==> src/rtl/lc3_pipe_ctrl_pkg.sv <==
// lc3_pkg: shared types and opcode helpers for the LC3 pipeline controller.
// Contents:
//   op_t        - LC3 opcodes that the controller decodes (IR[IW-1:IW-4]).
//   mem_state_t - data-memory access FSM encoding (RD=0, IND=1, WR=2, IDLE=3).
//   is_mem_op / is_alu_op / is_load_op / is_store_op / is_ctrl_op helpers.
package lc3_pkg;

  typedef enum logic [3:0] {
    BR  = 4'b0000,
    ADD = 4'b0001,
    LD  = 4'b0010,
    ST  = 4'b0011,
    AND = 4'b0101,
    LDR = 4'b0110,
    STR = 4'b0111,
    NOT = 4'b1001,
    LDI = 4'b1010,
    STI = 4'b1011,
    JMP = 4'b1100,
    LEA = 4'b1110
  } op_t;

  typedef enum logic [1:0] {
    RD   = 2'd0,
    IND  = 2'd1,
    WR   = 2'd2,
    IDLE = 2'd3
  } mem_state_t;

  // Instructions that need a data-memory access (LEA only forms an address).
  function automatic logic is_mem_op(input logic [3:0] op);
    return op inside {LD, LDR, LDI, ST, STR, STI};
  endfunction

  function automatic logic is_alu_op(input logic [3:0] op);
    return op inside {ADD, AND, NOT};
  endfunction

  // Instructions whose destination register is written with a loaded/formed address value.
  function automatic logic is_load_op(input logic [3:0] op);
    return op inside {LD, LDR, LDI, LEA};
  endfunction

  function automatic logic is_store_op(input logic [3:0] op);
    return op inside {ST, STR, STI};
  endfunction

  function automatic logic is_ctrl_op(input logic [3:0] op);
    return op inside {BR, JMP};
  endfunction

endpackage

==> src/rtl/lc3_pipe_ctrl_if.sv <==
// lc3_pipe_ctrl_if: bundle between the LC3 datapath/memory side (master) and the
// pipeline controller (slave).
//   Datapath -> controller: complete_instr, complete_data, IR, IR_Exec, IMem_dout, NZP, psr
//   Controller -> datapath: stage enables, br_taken, bypass selects, mem_state, mem_timeout
//   With LC3_CTRL_PERF_EN defined: perf_stall_cycles, perf_br_taken (controller -> datapath).
// Handshake: complete_instr is a level "IMem data valid" for the word on IMem_dout; a fetch
// is consumed in a cycle only when complete_instr=1 and enable_fetch=1. complete_data is a
// one-cycle "done" pulse for the data access currently tracked by mem_state; it has no
// meaning (and is ignored) while mem_state is IDLE.
interface lc3_pipe_ctrl_if #(parameter int IW = 16);
  logic          complete_instr;
  logic          complete_data;
  logic [IW-1:0] IR;
  logic [IW-1:0] IR_Exec;
  logic [IW-1:0] IMem_dout;
  logic [2:0]    NZP;
  logic [2:0]    psr;
  logic          enable_updatePC;
  logic          enable_fetch;
  logic          enable_decode;
  logic          enable_execute;
  logic          enable_writeback;
  logic          br_taken;
  logic          bypass_alu_1;
  logic          bypass_alu_2;
  logic          bypass_mem_1;
  logic          bypass_mem_2;
  logic [1:0]    mem_state;
  logic          mem_timeout;
`ifdef LC3_CTRL_PERF_EN
  logic [15:0]   perf_stall_cycles;
  logic [15:0]   perf_br_taken;

  modport master (
    output complete_instr, complete_data, IR, IR_Exec, IMem_dout, NZP, psr,
    input  enable_updatePC, enable_fetch, enable_decode, enable_execute, enable_writeback,
    input  br_taken, bypass_alu_1, bypass_alu_2, bypass_mem_1, bypass_mem_2,
    input  mem_state, mem_timeout, perf_stall_cycles, perf_br_taken
  );
  modport slave (
    input  complete_instr, complete_data, IR, IR_Exec, IMem_dout, NZP, psr,
    output enable_updatePC, enable_fetch, enable_decode, enable_execute, enable_writeback,
    output br_taken, bypass_alu_1, bypass_alu_2, bypass_mem_1, bypass_mem_2,
    output mem_state, mem_timeout, perf_stall_cycles, perf_br_taken
  );
`else
  modport master (
    output complete_instr, complete_data, IR, IR_Exec, IMem_dout, NZP, psr,
    input  enable_updatePC, enable_fetch, enable_decode, enable_execute, enable_writeback,
    input  br_taken, bypass_alu_1, bypass_alu_2, bypass_mem_1, bypass_mem_2,
    input  mem_state, mem_timeout
  );
  modport slave (
    input  complete_instr, complete_data, IR, IR_Exec, IMem_dout, NZP, psr,
    output enable_updatePC, enable_fetch, enable_decode, enable_execute, enable_writeback,
    output br_taken, bypass_alu_1, bypass_alu_2, bypass_mem_1, bypass_mem_2,
    output mem_state, mem_timeout
  );
`endif
endinterface

==> src/rtl/lc3_pipe_ctrl_bypass.sv <==
// lc3_bypass_unit: combinational operand-forwarding compare between the instruction
// in decode and the instruction in execute.
// Ports:
//   en_exec        - execute stage enable; all selects are 0 when low
//   dec_op, dec_ir - decode opcode and IR[11:0]
//   exe_op, exe_dst- execute opcode and destination IR_Exec[11:9]
//   bypass_alu_1/2 - source 1/2 matches an ADD/AND/NOT destination
//   bypass_mem_1/2 - source 1/2 matches an LD/LDR/LDI/LEA destination
module lc3_bypass_unit
  import lc3_pkg::*;
(
  input  logic        en_exec,
  input  logic [3:0]  dec_op,
  input  logic [11:0] dec_ir,
  input  logic [3:0]  exe_op,
  input  logic [2:0]  exe_dst,
  output logic        bypass_alu_1,
  output logic        bypass_alu_2,
  output logic        bypass_mem_1,
  output logic        bypass_mem_2
);

  logic [2:0] src1, src2;
  logic       src1_v, src2_v;
  logic       hit1, hit2;
  logic       unused_bits;

  always_comb begin
    src1   = '0;
    src2   = '0;
    src1_v = 1'b0;
    src2_v = 1'b0;
    case (dec_op)
      ADD, AND, NOT: begin
        src1   = dec_ir[8:6];
        src1_v = 1'b1;
        // IR[5]=1 selects the immediate form (and is always set for NOT).
        src2   = dec_ir[2:0];
        src2_v = !dec_ir[5];
      end
      ST, STI: begin
        src2   = dec_ir[11:9];
        src2_v = 1'b1;
      end
      STR: begin
        src1   = dec_ir[8:6];
        src1_v = 1'b1;
        src2   = dec_ir[11:9];
        src2_v = 1'b1;
      end
      default: ;
    endcase
  end

  assign hit1 = en_exec && src1_v && (src1 == exe_dst);
  assign hit2 = en_exec && src2_v && (src2 == exe_dst);

  assign bypass_alu_1 = hit1 && is_alu_op(exe_op);
  assign bypass_alu_2 = hit2 && is_alu_op(exe_op);
  assign bypass_mem_1 = hit1 && is_load_op(exe_op);
  assign bypass_mem_2 = hit2 && is_load_op(exe_op);

  assign unused_bits = ^dec_ir[4:3];

endmodule

==> src/rtl/lc3_pipe_ctrl.sv <==
// lc3_pipe_ctrl: LC3 pipeline controller. Generates stage enables through a registered
// shift chain, holds fetch across BR/JMP resolution, drives operand bypass selects and
// runs the data-memory access FSM with a timeout.
// Ports:
//   clk, rst - clock, asynchronous active-high reset
//   bus      - lc3_pipe_ctrl_if.slave (datapath inputs, enables, br_taken, bypass,
//              mem_state (FSM state, RD=0 IND=1 WR=2 IDLE=3), mem_timeout)
// Parameters: IW (instruction width), MEM_TMO (data access timeout in cycles),
//   BR_HOLD (0..3 extra fetch-hold cycles after branch resolution).
// Optional: LC3_CTRL_PERF_EN adds saturating perf_stall_cycles / perf_br_taken counters.
module lc3_pipe_ctrl
  import lc3_pkg::*;
#(
  parameter int IW      = 16,
  parameter int MEM_TMO = 15,
  parameter int BR_HOLD = 1
) (
  input  logic           clk,
  input  logic           rst,
  lc3_pipe_ctrl_if.slave bus
);

  localparam int TW = $clog2(MEM_TMO + 1);

  logic [3:0]  op_exec, op_fetch;
  mem_state_t  state;
  logic [TW-1:0] tmo_cnt;
  logic        ind_store, acc_done, timeout_q;
  logic        run, ctrl_pending;
  logic [1:0]  hold_cnt;
  logic        en_dec, en_exe, en_wb;
  logic        exec_mem, exec_ctrl, stall, en_fetch, br_taken;
  logic        unused_bits;

  assign op_exec  = bus.IR_Exec[IW-1 -: 4];
  assign op_fetch = bus.IMem_dout[IW-1 -: 4];

  // acc_done marks the cycle right after an access finished (or timed out): the mem op is
  // still in execute, and without this it would immediately start a second access.
  assign exec_mem  = en_exe && is_mem_op(op_exec) && !acc_done;
  assign stall     = (state != IDLE) || exec_mem;
  assign exec_ctrl = en_exe && is_ctrl_op(op_exec);
  assign br_taken  = exec_ctrl && ((op_exec == JMP) || (|(bus.NZP & bus.psr)));
  // run keeps fetch low while in reset and releases it at the first edge afterwards.
  assign en_fetch  = run && !stall && !ctrl_pending && bus.complete_instr;

  // Memory access FSM with timeout.
  always_ff @(posedge clk or posedge rst) begin
    if (rst) begin
      state     <= IDLE;
      tmo_cnt   <= '0;
      ind_store <= 1'b0;
      acc_done  <= 1'b0;
      timeout_q <= 1'b0;
    end else begin
      acc_done <= 1'b0;
      case (state)
        IDLE: begin
          tmo_cnt <= '0;
          if (exec_mem) begin
            ind_store <= is_store_op(op_exec);
            if (op_exec == LDI || op_exec == STI) state <= IND;
            else if (is_store_op(op_exec))        state <= WR;
            else                                   state <= RD;
          end
        end
        default: begin
          if (bus.complete_data) begin
            tmo_cnt <= '0;
            if (state == IND) begin
              state <= ind_store ? WR : RD;
            end else begin
              state    <= IDLE;
              acc_done <= 1'b1;
            end
          end else if (tmo_cnt == TW'(MEM_TMO - 1)) begin
            // Count reaches MEM_TMO on this edge: abandon the access.
            tmo_cnt   <= '0;
            timeout_q <= 1'b1;
            state     <= IDLE;
            acc_done  <= 1'b1;
          end else begin
            tmo_cnt <= tmo_cnt + 1'b1;
          end
        end
      endcase
    end
  end

  // Enable shift chain and control-hazard hold.
  always_ff @(posedge clk or posedge rst) begin
    if (rst) begin
      run          <= 1'b0;
      en_dec       <= 1'b0;
      en_exe       <= 1'b0;
      en_wb        <= 1'b0;
      ctrl_pending <= 1'b0;
      hold_cnt     <= '0;
    end else begin
      run <= 1'b1;
      if (!stall) begin
        en_dec <= en_fetch;
        en_exe <= en_dec;
        en_wb  <= en_exe && !(is_ctrl_op(op_exec) || is_store_op(op_exec));
      end
      if (en_fetch && is_ctrl_op(op_fetch)) begin
        ctrl_pending <= 1'b1;
      end else if (ctrl_pending && exec_ctrl && hold_cnt == 2'd0) begin
        if (BR_HOLD == 0) ctrl_pending <= 1'b0;
        else              hold_cnt     <= 2'(BR_HOLD);
      end else if (hold_cnt != 2'd0) begin
        hold_cnt <= hold_cnt - 2'd1;
        if (hold_cnt == 2'd1) ctrl_pending <= 1'b0;
      end
    end
  end

  lc3_bypass_unit u_bypass (
    .en_exec      (en_exe),
    .dec_op       (bus.IR[IW-1 -: 4]),
    .dec_ir       (bus.IR[11:0]),
    .exe_op       (op_exec),
    .exe_dst      (bus.IR_Exec[11:9]),
    .bypass_alu_1 (bus.bypass_alu_1),
    .bypass_alu_2 (bus.bypass_alu_2),
    .bypass_mem_1 (bus.bypass_mem_1),
    .bypass_mem_2 (bus.bypass_mem_2)
  );

`ifdef LC3_CTRL_PERF_EN
  logic [15:0] perf_stall_q, perf_br_q;

  always_ff @(posedge clk or posedge rst) begin
    if (rst) begin
      perf_stall_q <= '0;
      perf_br_q    <= '0;
    end else begin
      if (stall && perf_stall_q != 16'hFFFF) perf_stall_q <= perf_stall_q + 16'd1;
      if (br_taken && perf_br_q != 16'hFFFF) perf_br_q    <= perf_br_q + 16'd1;
    end
  end

  assign bus.perf_stall_cycles = perf_stall_q;
  assign bus.perf_br_taken     = perf_br_q;
`endif

  assign bus.enable_updatePC  = en_fetch;
  assign bus.enable_fetch     = en_fetch;
  assign bus.enable_decode    = en_dec;
  assign bus.enable_execute   = en_exe;
  assign bus.enable_writeback = en_wb;
  assign bus.br_taken         = br_taken;
  assign bus.mem_state        = state;
  assign bus.mem_timeout      = timeout_q;

  assign unused_bits = ^{bus.IMem_dout[IW-5:0], bus.IR_Exec[8:0]};

endmodule
==> src/flat_wrapper.sv <==
// flat-port wrapper written by rule: the top's interface ports become plain ports
module lc3_pipe_ctrl_flat import lc3_pkg::*;
#(
  parameter int IW      = 16,
  parameter int MEM_TMO = 15,
  parameter int BR_HOLD = 1
)
  (clk, rst, bus_complete_instr, bus_complete_data, bus_IR, bus_IR_Exec, bus_IMem_dout, bus_NZP, bus_psr, bus_enable_updatePC, bus_enable_fetch, bus_enable_decode, bus_enable_execute, bus_enable_writeback, bus_br_taken, bus_bypass_alu_1, bus_bypass_alu_2, bus_bypass_mem_1, bus_bypass_mem_2, bus_mem_state, bus_mem_timeout);
  lc3_pipe_ctrl_if #(.IW(IW)) bus_i ();
  input  logic clk;
  input  logic rst;
  input wire logic [$bits(bus_i.complete_instr)-1:0] bus_complete_instr;
  input wire logic [$bits(bus_i.complete_data)-1:0] bus_complete_data;
  input wire logic [$bits(bus_i.IR)-1:0] bus_IR;
  input wire logic [$bits(bus_i.IR_Exec)-1:0] bus_IR_Exec;
  input wire logic [$bits(bus_i.IMem_dout)-1:0] bus_IMem_dout;
  input wire logic [$bits(bus_i.NZP)-1:0] bus_NZP;
  input wire logic [$bits(bus_i.psr)-1:0] bus_psr;
  output wire logic [$bits(bus_i.enable_updatePC)-1:0] bus_enable_updatePC;
  output wire logic [$bits(bus_i.enable_fetch)-1:0] bus_enable_fetch;
  output wire logic [$bits(bus_i.enable_decode)-1:0] bus_enable_decode;
  output wire logic [$bits(bus_i.enable_execute)-1:0] bus_enable_execute;
  output wire logic [$bits(bus_i.enable_writeback)-1:0] bus_enable_writeback;
  output wire logic [$bits(bus_i.br_taken)-1:0] bus_br_taken;
  output wire logic [$bits(bus_i.bypass_alu_1)-1:0] bus_bypass_alu_1;
  output wire logic [$bits(bus_i.bypass_alu_2)-1:0] bus_bypass_alu_2;
  output wire logic [$bits(bus_i.bypass_mem_1)-1:0] bus_bypass_mem_1;
  output wire logic [$bits(bus_i.bypass_mem_2)-1:0] bus_bypass_mem_2;
  output wire logic [$bits(bus_i.mem_state)-1:0] bus_mem_state;
  output wire logic [$bits(bus_i.mem_timeout)-1:0] bus_mem_timeout;
  assign bus_i.complete_instr = bus_complete_instr;
  assign bus_i.complete_data = bus_complete_data;
  assign bus_i.IR = bus_IR;
  assign bus_i.IR_Exec = bus_IR_Exec;
  assign bus_i.IMem_dout = bus_IMem_dout;
  assign bus_i.NZP = bus_NZP;
  assign bus_i.psr = bus_psr;
  assign bus_enable_updatePC = bus_i.enable_updatePC;
  assign bus_enable_fetch = bus_i.enable_fetch;
  assign bus_enable_decode = bus_i.enable_decode;
  assign bus_enable_execute = bus_i.enable_execute;
  assign bus_enable_writeback = bus_i.enable_writeback;
  assign bus_br_taken = bus_i.br_taken;
  assign bus_bypass_alu_1 = bus_i.bypass_alu_1;
  assign bus_bypass_alu_2 = bus_i.bypass_alu_2;
  assign bus_bypass_mem_1 = bus_i.bypass_mem_1;
  assign bus_bypass_mem_2 = bus_i.bypass_mem_2;
  assign bus_mem_state = bus_i.mem_state;
  assign bus_mem_timeout = bus_i.mem_timeout;
  lc3_pipe_ctrl #(.IW(IW), .MEM_TMO(MEM_TMO), .BR_HOLD(BR_HOLD)) u_core (.clk(clk), .rst(rst), .bus(bus_i));
endmodule
==> config.mk <==
export PLATFORM = sky130hd
export DESIGN_NAME = lc3_pipe_ctrl_flat
export DESIGN_NICKNAME = d
export VERILOG_FILES = /design/src/rtl/lc3_pipe_ctrl_pkg.sv /design/src/rtl/lc3_pipe_ctrl_if.sv /design/src/rtl/lc3_pipe_ctrl_bypass.sv /design/src/rtl/lc3_pipe_ctrl.sv /design/src/flat_wrapper.sv
export SDC_FILE = /design/constraint.sdc
export NUM_CORES = 1
export LEC_CHECK = 0
export ABC_AREA = 1
export BUFFER_PORTS_ARGS = -buffer_cell sky130_fd_sc_hd__buf_2
export CAP_MARGIN = 5
export CORE_MARGIN = 2
export CORE_UTILIZATION = 30
export DETAILED_ROUTE_END_ITERATION = 12
export PLACE_DENSITY = 0.64
export SYNTH_ARGS = -nofsm -noshare
export SYNTH_HDL_FRONTEND = slang
export SYNTH_SLANG_ARGS = --single-unit
==> constraint.sdc <==
create_clock -name clk -period 1.4 [get_ports clk]
set_input_delay 0 -clock clk [delete_from_list [all_inputs] [get_ports clk]]
set_output_delay 0 -clock clk [all_outputs]
set_load 0.005 [all_outputs]
# Word level (Yosys, flattened, before mapping)
# Cells that the tools add are included.
# totals
regBits,16
latchBits,0
mem_bits_rw,0
mem_bits_ro,0
output_inout_bits,13
elab_cells,120
n_memories,0
# classes
add_sub_neg,2
n_mul,0
div,0
n_lt_le_gt_ge,0
n_eq_ne,27
n_shift,0
muxes,25
bitwise,4
n_reduce_logical,51
# ops
cell,n
4-bit == test (second input constant),9
4-bit by 3-bit == test with 1-bit output (second input constant),5
2-bit two-way mux,10
1-bit logical AND,19
4-bit by 2-bit == test with 1-bit output (second input constant),3
4-bit two-way mux,3
2-bit nonzero test,6
1-bit two-way mux,9
3-bit nonzero test,3
3-bit OR reduction,3
4-bit by 1-bit == test with 1-bit output (second input constant),2
4-bit logical NOT,2
3-bit == test,2
3-bit one-hot mux with 2 select lines,1
2-bit AND reduction,3
3-bit AND reduction,2
6-bit nonzero test,1
1-bit logical NOT,5
4-bit by 1-bit adder with 4-bit output (second input constant),1
2-bit by 1-bit == test with 1-bit output (second input constant),2
1-bit logical OR,4
2-bit by 1-bit inequality test with 1-bit output (second input constant),2
4-bit nonzero test,1
4-bit OR reduction,1
other kinds (8),10

# Logic depth before layout (Yosys ltp)
# Gate-level depths: netlist of run 1.
# depth
word_depth,12
ltp_mapped,9

# Modules after synthesis
# A second synthesis of run 1 with hierarchy kept.
# hier_totals
hier_cells,142
hier_area_um2,1081.0
# by_module_without_submodules
mod,n_inst,cells_each,area_per_inst_um2,seq_area_each_um2
lc3_pipe_ctrl,1,101,850.8,402.9
lc3_bypass_unit,1,41,230.2,0.0

# Worst setup path after synthesis of run 1
# No wires, ideal clock.
# synth_timing
path_type,flip-flop to flip-flop
startpoint,reg u_core.state[0] (netlist: u_core.bus.mem_state[0])
endpoint,reg u_core.hold_cnt[0]
setup_time_ps,117
arrival_ps,1099
t_required_ps,1283
setup_slack_ps,184
stages_incl_launch_ff,8
path_buffers,0
path_cell_list,dfstp_2 > nand2_1 > inv_2 > nand2_4 > inv_4 > nand3_2 > nand3_1 > nand2_1
# synth_between
elab_chain_len,9
# synth_rtl
item,line,text
"start, declared",lc3_pipe_ctrl.sv:26,mem_state_t state;
"start signal, assigned",lc3_pipe_ctrl.sv:71,state <= ind_store ? WR : RD;
2-bit inequality test,lc3_pipe_ctrl.sv:41,assign stall = (state != IDLE) || exec_mem;
1-bit logical OR,lc3_pipe_ctrl.sv:41,
1-bit logical NOT,lc3_pipe_ctrl.sv:45,assign en_fetch = run && !stall && !ctrl_pending && bus.complete_instr;
1-bit logical AND (3 in series),lc3_pipe_ctrl.sv:45,
1-bit logical AND,lc3_pipe_ctrl.sv:106,if (en_fetch && is_ctrl_op(op_fetch)) begin
1-bit NOT (no line),n/a,
2-bit AND reduction (no line),n/a,
"end signal, assigned",lc3_pipe_ctrl.sv:110,else hold_cnt <= 2'(BR_HOLD);
"end signal, assigned",lc3_pipe_ctrl.sv:112,hold_cnt <= hold_cnt - 2'd1;
"end, declared",lc3_pipe_ctrl.sv:30,logic [1:0] hold_cnt;
# Every way passes these cells.
# A chain may end at the register's enable or synchronous reset.

# Final worst setup path of run 1
# layout_timing
startpoint,reg u_core.en_exe (netlist: u_core.bus.enable_execute)
endpoint,out bus_bypass_alu_2
# layout_between
elab_chain_len,3
# layout_rtl
item,line,text
"start, declared",lc3_pipe_ctrl.sv:31,"logic en_dec, en_exe, en_wb;"
"start signal, assigned",lc3_pipe_ctrl.sv:103,en_exe <= en_dec;
1-bit logical AND (2 in series),lc3_pipe_ctrl_bypass.sv:56,assign hit2 = en_exec && src2_v && (src2 == exe_dst);
1-bit logical AND,lc3_pipe_ctrl_bypass.sv:59,assign bypass_alu_2 = hit2 && is_alu_op(exe_op);
"end, declared",flat_wrapper.sv:26,output wire logic [$bits(bus_i.bypass_alu_2)-1:0] bus_bypass_alu_2;
# Every way passes these cells.

==> results of run 1 <==
placed cells by master, fill, tap and decap left out, drive strengths merged, types with 3 or more instances in the layout:
| cell | synthesis | final |
|---|---|---|
| nand4 | 4 | 4 |
| nor2 | 16 | 16 |
| inv | 23 | 23 |
| dfrtp | 14 | 14 |
| nand3 | 17 | 17 |
| clkbuf | 0 | 4 |
| a21oi | 3 | 3 |
| xnor2 | 3 | 3 |
| nand2 | 36 | 36 |
| o21ai | 9 | 9 |
| buf | 1 | 59 |
critical path: stages, from the launching register on:
cell and delay, ns:
dfrtp_1 0.42, nand3_2 0.11, a21oi_2 0.12, nand2_1 0.06, nor2_1 0.09, nand2_1 0.08
nor2_1 0.10, buf_2 0.11
final timing paths:
check | slack (ns) | startpoint | end
max | 0.02 | u_core.bus.enable_execute | bus_bypass_alu_2
min | 0.006 | bus_IMem_dout[12] | u_core.hold_cnt[0]
max reg2reg | 0.09 | u_core.bus.mem_state[1] | u_core.bus.enable_writeback
min reg2reg | 0.47 | u_core.bus.mem_timeout | u_core.bus.mem_timeout
max in group asynchronous | 0.71 | rst | u_core.bus.enable_decode
min in group asynchronous | 0.30 | rst | u_core.tmo_cnt[1]
cells by family (layout without fill, tap and decap cells):
group	after synthesis	in the layout	share of synthesized area, %
AND/OR/NAND/NOR	76	76	34.9
buffers and inverters	24	87	9.37
AO/OA/AOI/OAI	18	18	10.3
flip-flops	16	16	39.2
XOR/XNOR	4	4	3.41
adder cells (fa/ha/maj)	2	2	2.43
other	1	1	0.365
routing by layer:
layer  vias up  wire length (um)
met4         0                 0
met5         -                 0
met1       474              1060
met3         0               159
li1        580                 -
met2        32              1110
area by class of cell:
type / instances / area (um^2) / share of cell area, %
Multi-Input combinational cell: 101 / 551 / 37.4
Sequential cell: 16 / 403 / 27.3
Timing Repair Buffer: 60 / 335 / 22.8
Inverter: 23 / 91.3 / 6.20
Tap cell: 46 / 57.6 / 3.90
Clock buffer: 4 / 36.3 / 2.46
metrics by stage:
| step | std cells | area [um^2] | setup WS, ns |
|---|---|---|---|
| after floorplan | 141 | 1030 | 0.184 |
| after detailed placement | 235 | 1330 | 0.108 |
| after CTS | 242 | 1410 | 0.00948 |
| after global placement | 235 | 1330 | 0.105 |
| final | 250 | 1470 | 0.0204 |
| after global routing | 250 | 1470 | -0.117 |
timing repair:
item,4_1_cts,5_1_grt
pin swaps,0,5
gates resized for setup,4,2
buffers inserted,2,8
endpoints found under the setup margin,4,6
hold buffers,1,0
hold endpoints to repair,14,0
power groups by stage:
stage,clock network [uW],registers (uW),logic (uW)
finish,307,708,862
global placement,0,700,658
detailed placement,0,701,657
CTS,316,709,718
floorplan,0,714,396
global route,337,728,969
==> results_dict.tcl, run 1 <==
set metrics [dict create \
    largest-register "u_core.tmo_cnt" \
    area_growth_pct 43.3 \
    period_needed_ns 1.38 \
    clockBufferDepth 2 \
    vdd_drop_max_v 0.000457 \
    clk_latency_ns 0.29 \
    cts_inserted_buffers 3 \
    syn_area_per_cell_um2 7.29 \
    post-route-util_pct 44.5 \
    synth.top_cells.by_area "dfrtp_1 (34%), nand2_1 (12%), nand3_1 (6.8%)" \
    grt_util_met2_pct 21.9 \
    antenna_cells 0 \
    drive_gt1_share_pct 40.2 \
    clock.fmax_mhz 725 \
    synth-edff-count 0 \
    drt-initial-drc-count 40 \
    synth-seq-area-share_pct 39.2 \
    nets 265 \
    start_util_pct 31.1 \
    drt-vias-per-instance 4.34 \
    whs_ns 0.00593 \
    timing.slew.headroom_pct 60.6 \
    ys.flop_type "dfrtp_1" \
    internal_power_uw 1210 \
    yosysTopAreaCell "dfrtp_1" \
    p_seq_share_pct 37.7 \
    ios 71 \
    synthCells 141 \
    antenna_found_initial 0 \
    grt_pass1_vias 1033 \
    drc 0 \
    critPathLaunchType "flip-flop" \
    p_leak_uw 0.000833 \
    tightest_slew_ns 0.590 \
    async_reset_ff_share_pct 100 \
    finalMaxSlewViolations 0 \
    top_usage_layer "met2" \
    worst_setup_path_end_kind "output port" \
    hold_class "input pin to flip-flop" \
    row_count 21 \
    design_power_total_uw 1880 \
    clock-sinks 16 \
    synth_area_um2 1030 \
    die_h_um 62.6 \
    h-tree-depth 1 \
    hold_depth 4 \
    path_class "flip-flop to output port" \
    die_x_um 62.6 \
    hold_violations 0 \
    vias 1086 \
    grt_use_met3_pct 2.52 \
    synth_commonest_cells "nand2_1 (32), inv_1 (18), nor2_1 (15)" \
    p_comb_share_pct 45.9 \
    grt_max_degree 17 \
    crit_arrival_ns 1.38 \
    rr_worst_depth 6 \
    finClkSkew_ns 0.00143 \
    overflow 0 \
    synth_most_common_cell "nand2_1" \
    core_um2 3310 \
    synth-seq-cells 16 \
    grt_use_total_pct 12.3 \
    routed_wl_um 2330 \
    maxCapViolations 0 \
    die_area_um2 3910 \
    powerDensity_nw_per_um2 1270 \
    largest_register_ffs 4 \
    swShare_pct 35.7 \
    p_sw_uw 669 \
    cts.reportedPaths.clkPinSlew_ns 0.09 \
    status "finished, final reports clean" \
    detail_route.first_pass.iterations 4 \
    drtAntennaViolNets 0 \
    gp_congestion 0.746 \
    critPathRequiredTime_ns 1.40 \
    pwr-share-clk_pct 16.3 \
    syn-num-nets 201 \
    setup-violations-final 0 \
    grt_pass1_wl_um 4040 \
    synth_top_area_share_pct 34.1 \
    cts_tree "done" \
    period_share_pct 98.5 \
    synth_cell_types 29 \
    hpwl_um 1740 \
    cp_max_fo 3 \
    nFillCells 341 \
    ys_warn_count 0 \
    grt_setup_unrepaired "yes" \
    wl_per_cell_um 9.31 \
    root_buffer "clkbuf_4" \
    grtUsageMet1_pct 15.1 \
    numPortBuffers 47 \
    tns_ns 0 \
]
No activity file was read; power rests on OpenSTA's default activity.
==> inputs of run 2 (changes only) <==
Settings changed: CTS_BUF_LIST set to sky130_fd_sc_hd__clkbuf_16.
==> run 2 against run 1 <==
  * Power is 4.9% higher
  * Utilization fell by 0.76 points
  * Sequential share of layout area up 0.47 points
  * Non-clock buffer count decreased by 9
  * Via count down 3.3%
  * Sequential cell count stayed put
  * Clock skew up 0.00079 ns
  * Die area did not move
  * First-iteration DRC count up 23%
  * Global-route usage up 0.15 points
  * Routed wire length down 4.8%
  * Sequential power is essentially flat
  * Largest power group is now sequential cells
==> results_dict.tcl, run 2 (synthesized netlist as in run 1, its figures left out) <==
set metrics [dict create \
    clock.fmax_mhz 756 \
    powerDensity_nw_per_um2 1360 \
    grt_use_total_pct 12.5 \
    drive_gt1_share_pct 36.9 \
    worst_setup_path_end_kind "output port" \
    root_buffer "clkbuf_16" \
    drt-initial-drc-count 49 \
    tns_ns 0 \
    start_util_pct 31.1 \
    wl_per_cell_um 9.20 \
    vdd_drop_max_v 0.000527 \
    timing.slew.headroom_pct 60.8 \
    swShare_pct 33.5 \
    core_um2 3310 \
    antenna_cells 0 \
    grt_max_degree 17 \
    p_seq_share_pct 36.1 \
    overflow 0 \
    largest-register "u_core.tmo_cnt" \
    die_h_um 62.6 \
    grt_pass1_vias 1010 \
    period_share_pct 94.5 \
    hpwl_um 1740 \
    tightest_slew_ns 0.588 \
    hold_class "input pin to flip-flop" \
    drtAntennaViolNets 0 \
    critPathRequiredTime_ns 1.40 \
    critPathLaunchType "flip-flop" \
    numPortBuffers 47 \
    antenna_found_initial 0 \
    crit_arrival_ns 1.32 \
    p_sw_uw 659 \
    row_count 21 \
    ios 71 \
    gp_congestion 0.746 \
    detail_route.first_pass.iterations 4 \
    finalMaxSlewViolations 0 \
    cts_tree "done" \
    grt_pass1_wl_um 3970 \
    drt-vias-per-instance 4.36 \
    path_class "flip-flop to output port" \
    die_area_um2 3910 \
    routed_wl_um 2220 \
    cp_max_fo 6 \
    pwr-share-clk_pct 28.3 \
    p_comb_share_pct 35.7 \
    cts.reportedPaths.clkPinSlew_ns 0.05 \
    largest_register_ffs 4 \
    cts_inserted_buffers 3 \
    internal_power_uw 1310 \
    die_x_um 62.6 \
    clk_latency_ns 0.25 \
    p_leak_uw 0.000808 \
    maxCapViolations 0 \
    vias 1050 \
    grt_setup_unrepaired "yes" \
    finClkSkew_ns 0.00222 \
    h-tree-depth 1 \
    clockBufferDepth 2 \
    status "finished, final reports clean" \
    mostFrequentLayoutCell "buf_2" \
    clock-sinks 16 \
    final_cell_mix "buf_2 (47), nand2_1 (31), inv_1 (18)" \
    period_needed_ns 1.32 \
    stdcell_area_um2 1450 \
    area_growth_pct 40.9 \
    setup-violations-final 0 \
    drc 0 \
    hold_violations 0 \
    dpl_cell_area_um2 1330 \
    nets 256 \
]
run 2: what timing repair did:
item	in CTS	in global routing
hold endpoints to repair	14	0
gates resized for setup	1	5
hold buffers	1	0
setup buffers	0	1
endpoints found under the setup margin	2	6
pin swaps	0	4
run 2: final timing paths:
kind	to	slack, ns	cells past startpoint	from
max	bus_enable_updatePC	0.08	7	u_core.bus.mem_state[1]
min	u_core.hold_cnt[0]	0.05	4	bus_IMem_dout[12]
max reg2reg	u_core.bus.mem_state[1]	0.21	7	u_core.tmo_cnt[0]
min reg2reg	u_core.bus.mem_timeout	0.46	2	u_core.bus.mem_timeout
max in group asynchronous	u_core.bus.enable_decode	0.66	3	rst
min in group asynchronous	u_core.tmo_cnt[1]	0.36	3	rst
run 2: worst max-delay path: stages, from the launching register on:
cell	delay, ns
dfstp_2	0.55
nand2_4	0.08
inv_4	0.07
nand2_4	0.08
inv_4	0.07
nand2_2	0.05
inv_2	0.07
buf_2	0.11
run 2: power groups by stage:
stage	clock, uW	combinational, uW	sequential (uW)
6_report	556	703	710
5_1_grt	588	809	729
4_1_cts	566	664	701
3_5_place_dp	0	657	701
3_3_place_gp	0	658	700
2_1_floorplan	0	396	714
run 2: metrics by stage:
step	util [%]	std cells	total power [uW]	worst slack [ns]	hold WS, ns
floorplan	-	141	1110	0.184	-0.0877
finish	43.8	241	1970	0.0776	0.0538
global route	43.8	241	2130	-0.0469	0.0712
CTS	42.9	240	1930	0.0288	0.0602
detailed placement	40.1	235	1360	0.108	0.101
global placement	40.1	235	1360	0.105	0.0980
run 2: final cells by class:
class,count,area (um^2)
timing repair buffer,51,268
clock inverter,1,3.75
inverter,23,91.3
sequential,16,403
clock buffer,3,75.1
fill,342,1860
multi-input combinational,101,551
tap,46,57.6
run 2: routing by layer:
metal  track usage, %  vias to the layer above  part of all wire [%]  wire, um
li1                 -                      563                     -         -
met1             15.0                      449                    46      1030
met2             21.0                       34                    44       983
met3             2.52                        4                   7.4       164
met4             6.67                        0                   1.9        42
met5                0                        -                     0         0
